$ cat config.mk
export PLATFORM = sky130hd
export DESIGN_NAME = serial_word_sender_flat
export DESIGN_NICKNAME = d
export VERILOG_FILES = /design/src/rtl/serial_word_sender_pkg.sv /design/src/rtl/serial_word_sender_if.sv /design/src/rtl/Mux_16x1.sv /design/src/rtl/serial_word_sender.sv /design/src/flat_wrapper.sv
export SDC_FILE = /design/constraint.sdc
export NUM_CORES = 1
export LEC_CHECK = 0
export CORE_MARGIN = 4
export CORE_UTILIZATION = 62
export DETAILED_ROUTE_END_ITERATION = 7
export DONT_BUFFER_PORTS = 1
export GPL_ROUTABILITY_DRIVEN = 0
export PLACE_DENSITY = 0.89
export REMOVE_ABC_BUFFERS = 1
export SLEW_MARGIN = 15
export SYNTH_ARGS = -nofsm -noshare
export SYNTH_HDL_FRONTEND = slang
export SYNTH_HIERARCHICAL = 1
export SYNTH_SLANG_ARGS = --single-unit
$ cat constraint.sdc
create_clock -name clk -period 2 [get_ports clk]
set_clock_uncertainty 0.2 [all_clocks]
set_input_delay 0.3 -clock clk [delete_from_list [all_inputs] [get_ports clk]]
set_output_delay 0.3 -clock clk [all_outputs]
set_load 0.05 [all_outputs]
$ cat src/rtl/serial_word_sender_pkg.sv
// Shared types and constants for the serial word sender.
package serial_word_sender_pkg;

  localparam int unsigned WORD_W = 16;
  localparam int unsigned IDX_W  = 4;

  localparam logic [IDX_W-1:0] LAST_IDX = 4'd15;

  typedef enum logic {
    ST_IDLE = 1'b0,
    ST_SEND = 1'b1
  } state_e;

endpackage

$ cat src/rtl/serial_word_sender_if.sv
// Word-in / bit-out handshake bundle plus mux-select observability.
interface serial_word_sender_if;
  import serial_word_sender_pkg::*;

  logic              in_valid;
  logic [WORD_W-1:0] in_data;
  logic              in_ready;
  logic              ser_valid;
  logic              ser_out;
  logic              ser_last;
  logic              ser_ready;
  logic [IDX_W-1:0]  sel_dbg;

  modport master (
    input  in_valid, in_data, ser_ready,
    output in_ready, ser_valid, ser_out, ser_last, sel_dbg
  );

  modport slave (
    output in_valid, in_data, ser_ready,
    input  in_ready, ser_valid, ser_out, ser_last, sel_dbg
  );
endinterface

$ cat src/rtl/Mux_16x1.sv
// 16:1 single-bit multiplexer selecting I[S].
module Mux_16x1 (
  input  logic [15:0] I,
  input  logic [3:0]  S,
  output logic        O
);
  assign O = I[S];
endmodule

$ cat src/rtl/serial_word_sender.sv
// Parallel-in/serial-out stage: holds a 16-bit word and walks the mux select
// across it, emitting one bit per accepted beat.
module serial_word_sender
  import serial_word_sender_pkg::*;
#(
  parameter bit MSB_FIRST = 1'b0
) (
  input  logic                 clk,
  input  logic                 rst,
  serial_word_sender_if.master bus
);

  state_e             state_q, state_d;
  logic [WORD_W-1:0]  word_q, word_d;
  logic [IDX_W-1:0]   idx_q, idx_d;

  logic               sel;
  logic [IDX_W-1:0]   mux_sel;
  logic               mux_o;
  logic               ser_valid_c;
  logic               ser_last_c;
  logic               in_ready_c;
  logic               accept_c;
  logic               beat_c;

  assign mux_sel = MSB_FIRST ? ~idx_q : idx_q;
  assign sel     = 1'b0;

  Mux_16x1 u_mux (
    .I (word_q),
    .S (mux_sel),
    .O (mux_o)
  );

  // Handshake qualifiers and next-state logic.
  always_comb begin
    state_d     = state_q;
    word_d      = word_q;
    idx_d       = idx_q;
    ser_valid_c = (state_q == ST_SEND);
    ser_last_c  = ser_valid_c && (idx_q == LAST_IDX);
    beat_c      = ser_valid_c && bus.ser_ready;
    in_ready_c  = !rst && ((state_q == ST_IDLE) || (ser_last_c && bus.ser_ready));
    accept_c    = bus.in_valid && in_ready_c;

    case (state_q)
      ST_IDLE: begin
        if (accept_c) begin
          word_d  = bus.in_data;
          idx_d   = '0;
          state_d = ST_SEND;
        end
      end
      ST_SEND: begin
        if (beat_c) begin
          if (!ser_last_c) begin
            idx_d = idx_q + IDX_W'(1);
          end else if (accept_c) begin
            word_d = bus.in_data;
            idx_d  = '0;
          end else begin
            idx_d   = '0;
            state_d = ST_IDLE;
          end
        end
      end
      default: state_d = ST_IDLE;
    endcase
  end

  always_ff @(posedge clk) begin
    if (rst) begin
      state_q <= ST_IDLE;
      word_q  <= '0;
      idx_q   <= '0;
    end else begin
      state_q <= state_d;
      word_q  <= word_d;
      idx_q   <= idx_d;
    end
  end

  // Serial output is forced low outside SEND rather than exposing the mux.
  assign bus.in_ready  = in_ready_c;
  assign bus.ser_valid = ser_valid_c;
  assign bus.ser_out   = ser_valid_c & mux_o & ~sel;
  assign bus.ser_last  = ser_last_c;
  assign bus.sel_dbg   = mux_sel;

endmodule

$ cat src/flat_wrapper.sv
// flat-port wrapper written by rule: the top's interface ports become plain ports
module serial_word_sender_flat import serial_word_sender_pkg::*;
#(
  parameter bit MSB_FIRST = 1'b0
)
  (clk, rst, bus_in_valid, bus_in_data, bus_ser_ready, bus_in_ready, bus_ser_valid, bus_ser_out, bus_ser_last, bus_sel_dbg);
  serial_word_sender_if bus_i ();
  input  logic clk;
  input  logic rst;
  input wire logic [$bits(bus_i.in_valid)-1:0] bus_in_valid;
  input wire logic [$bits(bus_i.in_data)-1:0] bus_in_data;
  input wire logic [$bits(bus_i.ser_ready)-1:0] bus_ser_ready;
  output wire logic [$bits(bus_i.in_ready)-1:0] bus_in_ready;
  output wire logic [$bits(bus_i.ser_valid)-1:0] bus_ser_valid;
  output wire logic [$bits(bus_i.ser_out)-1:0] bus_ser_out;
  output wire logic [$bits(bus_i.ser_last)-1:0] bus_ser_last;
  output wire logic [$bits(bus_i.sel_dbg)-1:0] bus_sel_dbg;
  assign bus_i.in_valid = bus_in_valid;
  assign bus_i.in_data = bus_in_data;
  assign bus_i.ser_ready = bus_ser_ready;
  assign bus_in_ready = bus_i.in_ready;
  assign bus_ser_valid = bus_i.ser_valid;
  assign bus_ser_out = bus_i.ser_out;
  assign bus_ser_last = bus_i.ser_last;
  assign bus_sel_dbg = bus_i.sel_dbg;
  serial_word_sender #(.MSB_FIRST(MSB_FIRST)) u_core (.clk(clk), .rst(rst), .bus(bus_i));
endmodule
; After elaboration in Yosys (flattened, before gate mapping)
; Cells that the tools add are included.
[classes]
addsub = 1
mux = 14
reduce_logical = 9
eq_ne = 4
bitwise = 2
order_cmp = 1
[op_table]
columns = operator, count
row1 = $mux W16, 3
row2 = $pmux W16 S2, 1
row3 = $mux W4, 3
row4 = $pmux W4 S2, 1
row5 = $logic_and A1 B1 Y1, 5
row6 = $lt A4 B5 Y1 const B, 1
row7 = $add A4 B1 Y4 const B, 1
row8 = $bmux W1 S4, 1
row9 = $eq A4 B4 Y1 const B, 1
row10 = $mux W1, 4
row11 = $ne A2 B2 Y1 const B, 2
row12 = $reduce_and A2 Y1, 2
row13 = $ne A2 B1 Y1 const B, 1
row14 = $pmux W1 S2, 1
row15 = $and A1 B1 Y1, 1
row16 = $logic_not A1 Y1, 1
row17 = $logic_or A1 B1 Y1, 1
row18 = $not A1 Y1, 1
[word_totals]
ff_bits = 21
output_inout_bits = 8
in_bits = 20

; Depth between registers and ports, before layout
; Gate-level depths: netlist of the first run.
[depth]
ltp_word = 10
depth_mapped = 6
mapped_depth_nobuf = 4

; Hierarchy
; Netlist of the first run, hierarchy kept.
[by_module_without_submodules]
columns = module, instances, cells_each, area_each_um2
row1 = serial_word_sender, 1, 151, 1297.5
row2 = Mux_16x1, 1, 7, 135.1

; Least setup slack after synthesis of the first run
; Ideal clock, no wire load.
[synth_timing]
kind = register to output
start = reg u_core.idx_q[0], in the netlist u_core/bus.sel_dbg[0]
end = out bus_in_ready
t_required_ps = 1500
t_arrival_ps = 2056
path_stages_with_launch = 4
slack_ps = -556
path_cell_list = dfxtp_1 -> ha_1 -> nand4_1 -> a21oi_1
[synth_between]
elab_chain_len = 5
[synth_lines]
columns = element, line_no
row1 = from (decl), serial_word_sender.sv:15  ; logic [IDX_W-1:0] idx_q, idx_d;
row2 = from (signal assigned), serial_word_sender.sv:79  ; idx_q <= idx_d;
row3 = $eq A4 B4 Y1, serial_word_sender.sv:41  ; ser_last_c = ser_valid_c && (idx_q == LAST_IDX);
row4 = $logic_and A1 B1 Y1, serial_word_sender.sv:41
row5 = $logic_and A1 B1 Y1, serial_word_sender.sv:43  ; in_ready_c = !rst && ((state_q == ST_IDLE) || (ser_last_c && bus.ser_ready));
row6 = $logic_or A1 B1 Y1, serial_word_sender.sv:43
row7 = $logic_and A1 B1 Y1, serial_word_sender.sv:43
row8 = to (decl), flat_wrapper.sv:13  ; output wire logic [$bits(bus_i.in_ready)-1:0] bus_in_ready;
; No other way between the ends.

; Final worst setup path of the first run
[layout_timing]
start = reg u_core.idx_q[0], in the netlist u_core/bus.sel_dbg[0]
end = out bus_ser_out
[layout_between]
elab_chain_len = 3
[layout_lines]
columns = element, line_no
row1 = $bmux W1 S4, Mux_16x1.sv:7  ; assign O = I[S];
row2 = $mux W1 (implied by the code), Mux_16x1.sv:7
row3 = via u_core.mux_o, serial_word_sender.sv:19  ; logic mux_o;
row4 = $and A1 B1 Y1, serial_word_sender.sv:86  ; assign bus.ser_out = ser_valid_c & mux_o & ~sel;
row5 = to (decl), flat_wrapper.sv:15  ; output wire logic [$bits(bus_i.ser_out)-1:0] bus_ser_out;
; The timed path passes the listed nets, and every way through them passes these cells. The select of a mux whose other input is x is not followed.

==> impl_summary.txt, run 1 <==
----------------------------------------------------
[Yosys]
  Largest cells by area after synthesis ... sky130_fd_sc_hd__dfxtp_1 29%, sky130_fd_sc_hd__nand4b_1 10%, sky130_fd_sc_hd__o311ai_1 8.6%
  Instance count of the mapped netlist ... between 150 and 200
  Cell taking the most area after synthesis ... sky130_fd_sc_hd__dfxtp_1
  Cell Area, Synth ... around 0.0014 mm^2
  Number of enable-type register cells in the synthesized netlist ... 0
  Primary flip-flop cell chosen by synthesis mapping ... sky130_fd_sc_hd__dfxtp_1
  Number of unique standard cell types used by synthesis ... 29
  Async set-reset flop share out of synthesis ... 0%
  Most instantiated cells after synthesis ... 21 x sky130_fd_sc_hd__dfxtp_1, 20 x sky130_fd_sc_hd__nand2_1, 17 x sky130_fd_sc_hd__a31oi_1, 17 x sky130_fd_sc_hd__nand4b_1, 16 x sky130_fd_sc_hd__nor3b_1
  Most instantiated library cell after synthesis ... sky130_fd_sc_hd__dfxtp_1
  Ys Warns ... 6
  Fraction of synthesized area in multiplexers ... around a tenth
  Compound-cell area share of the yosys netlist ... approximately a fifth
  Combinational family with the most area after synthesis ... simple AND/OR/NAND/NOR gates
  Xor-xnor portion of the synthesized cell area ... 0%
  Proportion of netlist area held by the largest area contributor ... between 20% and 30%
  Post-synthesis sequential area ratio ... ~30%
  Synth Area in Simple Gates ... between 20 and 30%
  Total of flip-flops plus latches after synthesis ... 21
  Fraction of the mapped netlist area in adder cells ... 0.8734%
  Synthesized area per cell ... 9.067 um^2

[Floorplanning]
  Row count ... 17
  DIE AREA ... about 0.0031 mm^2
  X dimension of the die ... about 56 um
  Initial Util ... 64.76%
  Vertical extent of the die ... between 50 and 60 um
  Number of primary I/O pins ... 28
  Area inside the core boundary ... approximately 0.0022 mm^2

[STA]
  Number of hold-slack violations in the final timing report ... 0
  Final setup violating endpoints ... 10
  Slew at the pin closest to its max-slew limit ... 1102 ps
  Worst-case setup margin in the final layout ... -192.7 ps
  Upper clock frequency limit ... roughly 0.46 GHz
  RSZ-0062 raised after global routing ... yes
  Crit path time final ... approximately 2200 ps
  Final Slew Violations ... 0
  Worst slack on hold paths ... 8.016 ps
  Worst rel slew slack ... between 20% and 30%
  Tcrit/Tclk final ... 109.6%

[Global routing]
  Global-route wire length before repair ... roughly 6500 um
  Antenna violations before repair ... 0
  Overflow left after global routing ... 0
  Global Route Usage Sum ... between 20% and 30%
  Vias in the first global route ... approximately 1300
  Global Route met2 Usage ... approximately two fifths
  Largest net degree at the start of global routing ... 37
  Global route hottest layer ... met2
  Met3 Resource Use GR ... ~3.7%
  Met1 track utilization from global routing ... between 30% and 40%

[Clock network]
  H-Tree Level Count ... 1
  CTS Buf Count ... 3
  Clock tree from TritonCTS ... built
  Clock buffer depth ... 2
  Clock sink count ... 21
  Root buffer cell ... sky130_fd_sc_hd__clkbuf_4
  Source-to-sink clock delay at the later pin of the worst-skew pair ... around 300 ps
  Clock-pin slew of the registers on the worst-case setup and hold paths ... 120 ps

[Critical path]
  Arrival @ worst endpoint ... between 1500 and 2000 ps
  Series of cell instances along the critical path ... mux4_2 -> mux2i_1 -> mux2i_1 -> and2_4
  Kind of cell adding the most delay to the critical path ... multiplexers
  Logic depth of the worst path, buffers included ... 4
  Required arrival time at the worst endpoint ... around 1500 ps
  Critical setup path kind ... flop to output pin
  Peak fanout along the critical path ... 5
  Critical path startpoint ... u_core/bus.sel_dbg[0]
  Kind of start point of the critical path ... flop
  Path depth of the worst reg2reg path ... 7
  RR Endpoint ... u_core/word_q[7]
  Slack of the worst reg-to-reg path ... -110 ps
  Most common cell on crit path ... sky130_fd_sc_hd__mux2i_1
  Crit path max-delay cell type ... sky130_fd_sc_hd__mux4_2
  CP Capture Point ... bus_ser_out
  R2R Path Start ... u_core/bus.sel_dbg[0]
  Kind of end point of the critical path ... output pin
  CP Buf/Inv Count ... 0
  Crit path largest cell delay ... 500 ps

[Cells and area]
  Final Net Count ... 200
  Non-filler instance count after layout ... between 200 and 250
  Antenna cells ... 0
  Proportion of layout cells with a drive suffix above 1 ... between 20% and 30%
  Finished Cell Area ... around 0.0018 mm^2
  Core utilization of the finished layout ... 82.35%
  Number of filler cells placed in the layout ... approximately 140
  Relative area change from synthesis to final layout ... 27.16%

[Status]
  Violated checks ... negative setup slack
  Status ... complete, but fails checks

[Min path]
  Class of the worst hold path ... input pin to flop

[Routing]
  Drt first-iter violations ... approximately 120
  DR WL/cell ... about 21 um
  Number of routed nets with antenna violations ... 0
  Total routed wirelength ... between 4000 and 5000 um
  Number of optimization iterations in the first detailed-route pass ... 4
  Detailed-route DRC error count ... 0
  Total vias in the final route ... around 1500
  Via density per instance ... ~7.2

[Power and ir drop]
  Power per unit of standard cell area ... just under 500 mW/mm^2
  Maximum resistive drop on vdd ... about 470 uV
  Leak ... about 0.00058 uW

[Job]
  MaxCap Viol Count ... 0

[Placement]
  Detailed-placement wirelength estimate ... approximately 2200 um
  Number of cells after detailed placement ... between 150 and 200
  Placed Instance Area ... ~0.0014 mm^2
  Port Buf Inserts ... 0

----------------------------------------------------
kinds of logic after synthesis:
| group | Yosys count |
|---|---|
| muxes | 8 |
| AOI/OAI and AO/OA | 40 |
| adders and majority gates | 1 |
| and+or+nand+nor | 67 |
| buffers and inverters | 21 |
| DFF | 21 |
placed cells by master (no fill, tap or decap), types with 2 or more instances in the layout:
master	count
sky130_fd_sc_hd__a31oi_1	17
sky130_fd_sc_hd__clkbuf_4	3
sky130_fd_sc_hd__o311ai_2	11
sky130_fd_sc_hd__buf_12	2
sky130_fd_sc_hd__nand2_1	20
sky130_fd_sc_hd__buf_6	2
sky130_fd_sc_hd__buf_4	11
sky130_fd_sc_hd__a21oi_1	3
sky130_fd_sc_hd__nand4b_1	17
sky130_fd_sc_hd__dlygate4sd3_1	19
sky130_fd_sc_hd__nor2_1	3
sky130_fd_sc_hd__mux2i_1	4
sky130_fd_sc_hd__mux4_2	4
sky130_fd_sc_hd__o311ai_1	5
sky130_fd_sc_hd__dfxtp_1	19
sky130_fd_sc_hd__nor3b_1	16
sky130_fd_sc_hd__nor2b_1	2
worst min-delay path by stage:
| stage | startpoint | endpoint | slack (ps) | depth (start not counted) |
|---|---|---|---|---|
| after floorplan | rst | u_core/bus.sel_dbg[0] | 170 | 1 |
| after global placement | rst | u_core/bus.ser_valid | 180 | 1 |
| after detailed placement | rst | u_core/bus.sel_dbg[1] | 180 | 1 |
| after CTS | bus_in_data[0] | u_core/word_q[0] | 0.09 | 2 |
| after global routing | bus_in_data[0] | u_core/word_q[0] | 5 | 2 |
| final | rst | u_core/word_q[9] | 8 | 2 |
area by class of cell:
class | instances | area (um^2) | share of cell area (%)
Tap cell | 28 | 35.03 | 1.923
Clock buffer | 4 | 26.28 | 1.442
Sequential cell | 21 | 425.4 | 23.35
Multi-Input combinational cell | 116 | 958.4 | 52.61
Timing Repair Buffer | 36 | 372.9 | 20.47
Inverter | 1 | 3.754 | 0.2060
routing by layer:
metal  share of wire [%]  wire length (um)
met3                 9.6               415
met1                  38              1641
met5                   0                 0
met4                 1.8                76
met2                  50              2174
state kept, by name, summed over array words and instances (netlist names):
signal,flops
u_core/word_q,16
u_core/bus.sel_dbg,4
u_core/bus.ser_valid,1
report_power, final:
part           internal (uW)  total [uW]  switching [uW]
Clock                   77.7         208             130
Sequential               445         470            25.5
Combinational            102         202            99.5
Total                    625         880             255
metrics by stage:
step           setup WS, ps  setup TNS (ps)  total power (uW)
6_report             -192.7          -583.4             880.3
5_1_grt              -261.5           -1564             913.4
4_1_cts              -183.1          -353.2             852.1
3_5_place_dp         -78.98          -103.7             601.7
3_3_place_gp         -30.10          -30.10             596.0
2_1_floorplan        -895.0           -7550             565.3
what timing repair did:
item / CTS / global route
buffers inserted: 3 / 0
hold buffers: 19 / 1
endpoints found under the setup margin: 4 / 15
pin swaps: 2 / 1
endpoints found under the hold margin: 21 / 1
gates resized for setup: 15 / 18
cloned: 0 / 1
No activity file was read; power rests on OpenSTA's default activity.
==> run 2, diff against run 1 <==
- CORE_UTILIZATION: 62 -> 65
- CTS_BUF_LIST: default -> sky130_fd_sc_hd__clkbuf_4 sky130_fd_sc_hd__clkbuf_8
- PLACE_DENSITY: 0.89 -> 0.92
- SLEW_MARGIN: 15 -> 0
==> run 2 against run 1 <==
  * The run still ends with negative setup slack left
  * Power is 1.5% higher
  * Clock power increased by 4%
  * Combinational power about the same
  * Utilization rose by 5.3 points
  * Routed wire length is 10% higher
  * Flip-flop and latch count unchanged
  * Via count up 3.6%
  * Worst hold slack better by 9.2 ps
==> impl_summary.txt, run 2 (synthesis gave the netlist of run 1 again) <==
----------------------------------------------------
[Status]
  Status ... complete, but fails checks
  Violated checks ... negative setup slack

[Global routing]
  Antenna violations before repair ... 0
  Largest net degree at the start of global routing ... 33
  Overflow left after global routing ... 0
  Vias in the first global route ... roughly 1400
  Global-route wire length before repair ... approximately 6900 um
  Global Route Usage Sum ... around a third

[Cells and area]
  Max reg flops ... 16
  Relative area change from synthesis to final layout ... 23.76%
  Number of filler cells placed in the layout ... between 90 and 100
  Highest-count cells in the layout ignoring fill and taps ... 20 x sky130_fd_sc_hd__nand2_1, 19 x sky130_fd_sc_hd__dfxtp_1, 19 x sky130_fd_sc_hd__dlygate4sd3_1, 17 x sky130_fd_sc_hd__nand4b_1, 17 x sky130_fd_sc_hd__a31oi_1
  Non-filler instance count after layout ... between 200 and 250
  Most common cell after layout, fill and taps aside ... sky130_fd_sc_hd__nand2_1
  Top register by number of flip-flops ... u_core/word_q
  Antenna cells ... 0
  Final Net Count ... 199
  Finished Cell Area ... between 0.0015 and 0.002 mm^2
  Proportion of layout cells with a drive suffix above 1 ... slightly below 20%

[Clock network]
  Root buffer cell ... sky130_fd_sc_hd__clkbuf_4
  Clock buffer depth ... 2
  CTS Buf Count ... 3
  Clock tree from TritonCTS ... built
  Source-to-sink clock delay at the later pin of the worst-skew pair ... ~320 ps
  Clock-pin slew of the registers on the worst-case setup and hold paths ... 120 ps
  Clock sink count ... 21
  H-Tree Level Count ... 1

[Critical path]
  Critical setup path kind ... flop to output pin
  Arrival @ worst endpoint ... 1810 ps
  Required arrival time at the worst endpoint ... 1500 ps
  Kind of end point of the critical path ... output pin
  Peak fanout along the critical path ... 5
  Kind of start point of the critical path ... flop

[Routing]
  Total routed wirelength ... about 4700 um
  Total vias in the final route ... 1545
  Number of routed nets with antenna violations ... 0
  Number of optimization iterations in the first detailed-route pass ... 5
  Drt first-iter violations ... 106
  Via density per instance ... ~7.6
  Detailed-route DRC error count ... 0
  DR WL/cell ... roughly 23 um

[Floorplanning]
  DIE AREA ... approximately 0.003 mm^2
  Row count ... 16
  Area inside the core boundary ... between 0.002 and 0.0025 mm^2
  Initial Util ... between 70% and 80%
  Vertical extent of the die ... 54.95 um
  X dimension of the die ... between 50 and 60 um
  Number of primary I/O pins ... 28

[STA]
  Crit path time final ... about 2300 ps
  Final Slew Violations ... 0
  Final setup TNS ... -2553 ps
  RSZ-0062 raised after global routing ... yes
  Final setup violating endpoints ... 19
  Upper clock frequency limit ... ~0.43 GHz
  Worst-case setup margin in the final layout ... -308.2 ps
  Number of hold-slack violations in the final timing report ... 0
  Tcrit/Tclk final ... 115.4%
  Worst rel slew slack ... a little under a third
  Slew at the pin closest to its max-slew limit ... approximately 1000 ps

[Power and ir drop]
  Power per unit of standard cell area ... between 500 and 600 mW/mm^2
  Leak ... between 0.0005 and 0.0006 uW
  Maximum resistive drop on vdd ... between 400 and 500 uV

[Placement]
  Number of cells after detailed placement ... about 180
  Detailed-placement wirelength estimate ... 2272 um
  Port Buf Inserts ... 0
  Placed Instance Area ... 0.001421 mm^2

[Min path]
  Class of the worst hold path ... input pin to flop

[Job]
  MaxCap Viol Count ... 0

----------------------------------------------------
[run 2: cell count changes in the layout (fill, tap and decap cells not counted), sizes merged]
cell and change:
clkinv +1, clkbuf -1, buf -1
[run 2: what timing repair did]
action	in CTS	in global routing
hold buffers	19	1
pin swaps	1	2
buffers inserted	2	1
hold endpoints to repair	21	4
endpoints found under the setup margin	4	15
gates resized for setup	15	12
gates cloned	0	1
[run 2: worst paths after layout]
path / start / endpoint / slack [ps] / cells after the start
setup reg to reg: u_core/bus.sel_dbg[0] / u_core/word_q[1] / -150 / 9
setup / recovery: u_core/bus.sel_dbg[0] / bus_ser_out / -310 / 4
hold reg to reg: u_core/word_q[12] / u_core/word_q[12] / 320 / 2
hold / removal: rst / u_core/word_q[0] / 20 / 2
[run 2: area by class of cell]
| class | count | area (um^2) | area share, % |
|---|---|---|---|
| well taps | 27 | 33.78 | 1.905 |
| flip-flops and latches | 21 | 425.4 | 23.99 |
| clock inverters | 1 | 5.005 | 0.2823 |
| repair buffers | 35 | 365.4 | 20.61 |
| multi-input cells | 116 | 917.1 | 51.73 |
| clock buffers | 3 | 22.52 | 1.270 |
| inverters | 1 | 3.754 | 0.2117 |
[run 2: per-stage QoR]
stage               hold slack (ps)  setup WS [ps]  power (uW)  utilization, %
global placement              179.1         -28.65       593.5           70.30
detailed placement            181.9         -124.4       602.1           70.30
global route                -0.6927         -356.9       931.1           87.69
finish                        17.23         -308.2       893.3           87.69
CTS                           1.400         -236.0       861.4           82.92
floorplan                     169.1         -895.0       565.3               -
[run 2: critical path: stages (launching register included)]
cell,delay (ps)
sky130_fd_sc_hd__dfxtp_4,410
sky130_fd_sc_hd__mux4_2,530
sky130_fd_sc_hd__mux2i_1,190
sky130_fd_sc_hd__mux2i_1,120
sky130_fd_sc_hd__and2_4,230
[run 2: routing by layer]
metal  global-route usage, %  routed length, um  vias up  part of all wire [%]
met3                   5.362                481       25                    10
met2                   51.77               2331      130                    49
li1                        -                  -      659                     -
met4                   18.22                179        0                   3.8
met1                   40.54               1749      731                    37
met5                       0                  0        -                     0
[run 2: report_power, final]
group | internal, uW | leakage (uW) | switching, uW
Combinational | 98.3 | 0.000377 | 106
Sequential | 445 | 0.000174 | 27.1
Clock | 75.0 | 0.0000177 | 142
Total | 618 | 0.000569 | 275
